[src/rtl/sound_rd_arbiter.sv]
// Read-port arbiter for the 512x16 sound buffer: FIFO playback fetch with priority over host readback.
// Optional build macro SOUND_RD_HOLD_LAST_EN: underrun repeats the last sample instead of zero.
module sound_rd_arbiter #(
  parameter int unsigned RD_LAT = 1
) (
  input  logic        clock,
  input  logic        reset,
  input  logic        rst,
  input  logic [13:0] bytes_written,
  output logic [8:0]  rdaddress,
  input  logic [15:0] q,
  input  logic        sample_tick,
  output logic [15:0] sample,
  output logic        sample_valid,
  output logic        underrun,
  output logic        overrun,
  input  logic        host_req,
  input  logic [8:0]  host_addr,
  output logic        host_ack,
  output logic [15:0] host_data
);

  localparam int unsigned WAIT_W = 2;
  localparam int unsigned CNT_W  = 13;
  localparam int unsigned ADDR_W = 9;
  localparam int unsigned DATA_W = 16;

  typedef enum logic [1:0] {IDLE, PB_RD, HOST_RD} state_e;

  state_e              state_q, state_d;
  logic [WAIT_W-1:0]   wait_q, wait_d;
  logic [CNT_W-1:0]    rd_count_q, rd_count_d;
  logic                tick_pend_q, tick_pend_d;
  logic [ADDR_W-1:0]   rdaddress_q, rdaddress_d;
  logic [DATA_W-1:0]   sample_q, sample_d;
  logic                sample_valid_q, sample_valid_d;
  logic                underrun_q, underrun_d;
  logic                overrun_q, overrun_d;
  logic                host_ack_q, host_ack_d;
  logic [DATA_W-1:0]   host_data_q, host_data_d;

  logic [CNT_W-1:0]    words_avail_c;
  logic [CNT_W-1:0]    lag_c;
  logic                tick_c;
  logic                wait_done_c;
  logic                unused_c;

  // Only complete 16-bit words are readable; the odd byte is ignored
  assign words_avail_c = bytes_written[13:1];
  assign unused_c      = bytes_written[0];
  assign lag_c         = words_avail_c - rd_count_q;
  assign tick_c        = tick_pend_q | sample_tick;
  assign wait_done_c   = (wait_q == WAIT_W'(RD_LAT));

  // State register and datapath registers
  always_ff @(posedge clock or posedge reset) begin
    if (reset) begin
      state_q        <= IDLE;
      wait_q         <= '0;
      rd_count_q     <= '0;
      tick_pend_q    <= 1'b0;
      rdaddress_q    <= '0;
      sample_q       <= '0;
      sample_valid_q <= 1'b0;
      underrun_q     <= 1'b0;
      overrun_q      <= 1'b0;
      host_ack_q     <= 1'b0;
      host_data_q    <= '0;
    end else begin
      state_q        <= state_d;
      wait_q         <= wait_d;
      rd_count_q     <= rd_count_d;
      tick_pend_q    <= tick_pend_d;
      rdaddress_q    <= rdaddress_d;
      sample_q       <= sample_d;
      sample_valid_q <= sample_valid_d;
      underrun_q     <= underrun_d;
      overrun_q      <= overrun_d;
      host_ack_q     <= host_ack_d;
      host_data_q    <= host_data_d;
    end
  end

  // Next-state logic; frame restart wins over everything
  always_comb begin
    state_d = state_q;
    if (rst) begin
      state_d = IDLE;
    end else begin
      case (state_q)
        IDLE: begin
          if (tick_c) begin
            if (lag_c != '0) state_d = PB_RD;
          end else if (host_req) begin
            state_d = HOST_RD;
          end
        end
        PB_RD, HOST_RD: if (wait_done_c) state_d = IDLE;
        default: state_d = IDLE;
      endcase
    end
  end

  // Output and datapath next values
  always_comb begin
    wait_d         = '0;
    rd_count_d     = rd_count_q;
    tick_pend_d    = tick_pend_q | sample_tick;
    rdaddress_d    = rdaddress_q;
    sample_d       = sample_q;
    sample_valid_d = 1'b0;
    underrun_d     = 1'b0;
    overrun_d      = overrun_q | (lag_c > CNT_W'(512));
    host_ack_d     = 1'b0;
    host_data_d    = host_data_q;
    if (rst) begin
      rd_count_d  = '0;
      tick_pend_d = 1'b0;
      overrun_d   = 1'b0;
    end else begin
      case (state_q)
        IDLE: begin
          if (tick_c) begin
            if (lag_c != '0) begin
              rdaddress_d = rd_count_q[ADDR_W-1:0];
            end else begin
              underrun_d     = 1'b1;
              sample_valid_d = 1'b1;
              tick_pend_d    = 1'b0;
`ifndef SOUND_RD_HOLD_LAST_EN
              sample_d       = '0;
`endif
            end
          end else if (host_req) begin
            rdaddress_d = host_addr;
          end
        end
        PB_RD: begin
          wait_d = wait_q + WAIT_W'(1);
          if (wait_done_c) begin
            wait_d         = '0;
            sample_d       = q;
            sample_valid_d = 1'b1;
            rd_count_d     = rd_count_q + CNT_W'(1);
            tick_pend_d    = 1'b0;
          end
        end
        HOST_RD: begin
          wait_d = wait_q + WAIT_W'(1);
          if (wait_done_c) begin
            wait_d      = '0;
            host_data_d = q;
            host_ack_d  = 1'b1;
          end
        end
        default: wait_d = '0;
      endcase
    end
  end

  assign rdaddress    = rdaddress_q;
  assign sample       = sample_q;
  assign sample_valid = sample_valid_q;
  assign underrun     = underrun_q;
  assign overrun      = overrun_q;
  assign host_ack     = host_ack_q;
  assign host_data    = host_data_q;

endmodule
[config.mk]
export PLATFORM = sky130hd
export DESIGN_NAME = sound_rd_arbiter
export DESIGN_NICKNAME = d
export VERILOG_FILES = /design/src/rtl/sound_rd_arbiter.sv
export SDC_FILE = /design/constraint.sdc
export NUM_CORES = 1
export LEC_CHECK = 0
export BUFFER_PORTS_ARGS = -buffer_cell sky130_fd_sc_hd__buf_4
export CORE_ASPECT_RATIO = 0.8
export CORE_MARGIN = 10
export CORE_UTILIZATION = 35
export CTS_CLUSTER_SIZE = 20
export DETAILED_ROUTE_END_ITERATION = 10
export PLACE_DENSITY = 0.61
export SKIP_CTS_REPAIR_TIMING = 1
export SLEW_MARGIN = 5
export SYNTH_ARGS = -nofsm -noshare
export SYNTH_HDL_FRONTEND = slang
export SYNTH_SLANG_ARGS = --single-unit
[constraint.sdc]
create_clock -name clock -period 3.02 [get_ports clock]
set_input_delay 0.302 -clock clock [delete_from_list [all_inputs] [get_ports clock]]
set_output_delay 0.302 -clock clock [all_outputs]
set_load 0.03 [all_outputs]
==> summary.md <==
| Metric | Value |
|---|---|
| Final #Nets | 502 |
| Via density | 5.09 |
| Status | finished, final reports clean |
| #FFs+latches synth | 63 |
| Slew Limit Fails | 0 |
| Area growth, synth to finish | 43.0% |
| CTS Buf Count | 9 |
| Max-capacitance violation count | 0 |
| Global-route wire length before repair | 14.8 mm |
| Vias | 2861 |
| Hold path cells | 3 |
| Most frequent cells in the layout | buf_4 (116), dfrtp_1 (63), nand2_1 (33) |
| Final WL | 9.40 mm |
| Cell Rows | 31 |
| Vias in the first global route | between 2000 and 3000 |
| Worst reg2reg path depth | 12 |
| Max clock buf depth | 2 |
| WL/cell | 16.7 µm |
| Port Buffers | 87 |
| Leakage power | around 2.2 nW |
| Placeable Area | around 0.0092 mm² |
| DRT iter0 DRCs | 242 |
| Worst setup SP type | register |
| # diodes | 0 |
| Worst-Skew Late Latency | 0.33 ns |
| Area share of and/or/nand/nor cells after synthesis | 13.8% |
| Clock Skew | 0.00621 ns |
| Detailed Routing Iterations Pass 1 | 4 |
| Levels on crit path | 12 |
| Netlist cell types | 55 |
| Chip Width | 129 µm |
| Initial antenna violation count | 0 |
| Fin util | 52.1% |
| IO Pins | roughly 90 |
| Adder-cell area share of the yosys netlist | 5.97% |
| Met2 GRT Util | 21.4% |
| GR Overflow Total | 0 |
| CTS tree | yes |
| Clock sinks | 63 |
| Starting density of the core | 36.5% |
| Hold worst-path end | rdaddress[7]$_DFFE_PP0P_ |
| CP required | ~3.3 ns |
| Worst path cell trace | inv_1, ha_1, nor2b_1, o211ai_2, a21oi_2, o41a_1, a211oi_2, nand4_4, buf_4, a211oi_4, buf_12, a22o_1 |
| Root Buffer | clkbuf_16 |
| Die H | 108 µm |
| Fmax | approximately 340 MHz |
| Hold Crit Class | in2reg |
| Total GRT Usage | 13.4% |
| Met3 Use GR | 3.74% |
| Crit share post-route | 96.2% |
| # H-tree levels | 3 |
| Antenna-violating nets left | 0 |
| # setup viols final | 0 |
| Mapped Avg Cell Area | 10.4 µm² |
| RR Startpoint | rd_count_q[1]$_DFFE_PP0P_ |
| Worst Path Buf+Inv | 3 |
| Maximum fanout along the worst path | 16 |
| Main combinational cell family by area after synthesis | compound AO/OA/AOI/OAI gates |
| Synth Area in Compound Gates | 18.5% |
| PwrDens | 772 mW/mm² |
| Post-synthesis xor/xnor area fraction | under 10% |
| Total power | approximately 3.7 mW |
| Largest net degree at the start of global routing | 64 |
| Die ar. | around 0.014 mm² |
| Setup slack, reg-to-reg | roughly 0.11 ns |
| Fin crit period | 2.91 ns |
| Placed Area | 0.00434 mm² |
| Hpwl dp | 6.94 mm |
| Slew @ Worst Pin | 0.805 ns |
| Clk slew on worst S/H paths | approximately 0.05 ns |
| Post-route cell area | about 0.0048 mm² |
| CP max-delay cell | o41a_1 |
| Setup CP Type | reg2reg |
| Slew headroom | between 40% and 50% |
| Min-Delay Startpoint | host_addr[7] |
| Worst reg2reg path endpoint | sample[5]$_DFFE_PP0P_ |
| CP top delay family | compound AO/OA/AOI/OAI gates |
| Synthesized area | approximately 0.0034 mm² |
| Busiest grt layer | met2 |
| Syn Nets | 382 |
| Sequential area share after synthesis | a little under half |
| Routing usage on met1 | 16.8% |
| Mapped Cells | 322 |
| Unrepaired setup endpoints after global routing | yes |
| Routability cong. | ~0.85 |
| Worst Setup End Kind | register |
| Critical Path Max Stage Delay | 0.47 ns |
| Layout cells sized above 1 | 39.8% |
| Max VDD drop | 411 µV |
| DRC | 0 |
| Critical path arrival | around 3.2 ns |
| Mux contribution to synthesized area | 5.68% |
| Most common cell after layout, fill and taps aside | buf_4 |
| Top FF cell, synth | dfrtp_1 |
| Syn. warnings | 0 |
| Asr flop ratio synth | 100% |
| Final Hold Viols | 0 |
| Post-synth EDFFs | 0 |
==> metal layers <==
metal,wire length (µm),vias up
li1,-,1387
met1,4180,1399
met2,4620,60
met3,415,15
met4,184,0
met5,0,-
==> worst min-delay path: stages <==
cell      delay (ns)
buf_4           0.08
nand2_1         0.04
o221ai_1        0.05
==> cells by family (layout without fill, tap and decap cells) <==
kind of cell	Yosys count	in the layout
muxes	17	17
xor gates and xnor gates	16	16
adders and majority gates	16	16
DFF	63	63
AOI/OAI and AO/OA	78	79
buffers and inverters	38	162
and+or+nand+nor	94	94
==> power breakdown <==
part	total, mW	switching, mW	internal, mW	leakage, nW
clock	1.12	0.354	0.766	0.160
combinational	1.39	0.825	0.567	1.21
sequential	1.19	0.127	1.06	0.859
==> metrics by stage <==
stage / setup WS [ns] / TNS (ns) / instances / hold WS (ns)
final: 0.114 / 0 / 562 / 0.177
after detailed placement: -0.102 / -1.53 / 542 / 0.432
after floorplan: 0.0456 / 0 / 322 / 0.415
after global routing: -0.00637 / -0.00678 / 562 / 0.181
after global placement: -0.0566 / -0.926 / 542 / 0.423
after CTS: -0.111 / -1.87 / 558 / 0.169
==> worst max path at each step <==
stage,endpoint,start
after global placement,rdaddress[5]$_DFFE_PP0P_,bytes_written[7]
after detailed placement,sample[5]$_DFFE_PP0P_,bytes_written[7]
after floorplan,sample[0]$_DFFE_PP0P_,rd_count_q[4]$_DFFE_PP0P_
after global routing,sample[5]$_DFFE_PP0P_,rd_count_q[1]$_DFFE_PP0P_
final,sample[5]$_DFFE_PP0P_,rd_count_q[1]$_DFFE_PP0P_
after CTS,sample[5]$_DFFE_PP0P_,rd_count_q[6]$_DFFE_PP0P_
==> final cells by class <==
class	count	area, µm²
clock buffer	13	260
clock inverter	3	65.1
fill	829	4400
inverter	28	105
multi-input combinational	222	1730
sequential	63	1580
tap	115	144
timing repair buffer	118	911
==> state kept, by name, summed over array words and instances, names as in the netlist <==
register,count
rdaddress,9
host_data,16
underrun,1
sample,16
wait_q,2
rd_count_q,13
state_q,2
host_ack,1
overrun,1
sample_valid,1
tick_pend_q,1
==> cell usage after synthesis (all sizes together), types with 6 or more instances <==
| cell type | number | share of area (%) |
|---|---|---|
| dfrtp | 63 | 47 |
| nand2 | 33 | 3.7 |
| inv | 28 | 3.1 |
| nor2 | 24 | 2.7 |
| a21oi | 21 | 3.7 |
| a22o | 16 | 4.2 |
| ha | 16 | 6.0 |
| mux2 | 16 | 5.4 |
| xnor2 | 14 | 3.7 |
| o221ai | 9 | 2.4 |
| o21ai | 8 | 1.2 |
| nor3 | 6 | 0.90 |
Note: power is estimated with default switching activity, not from simulation.
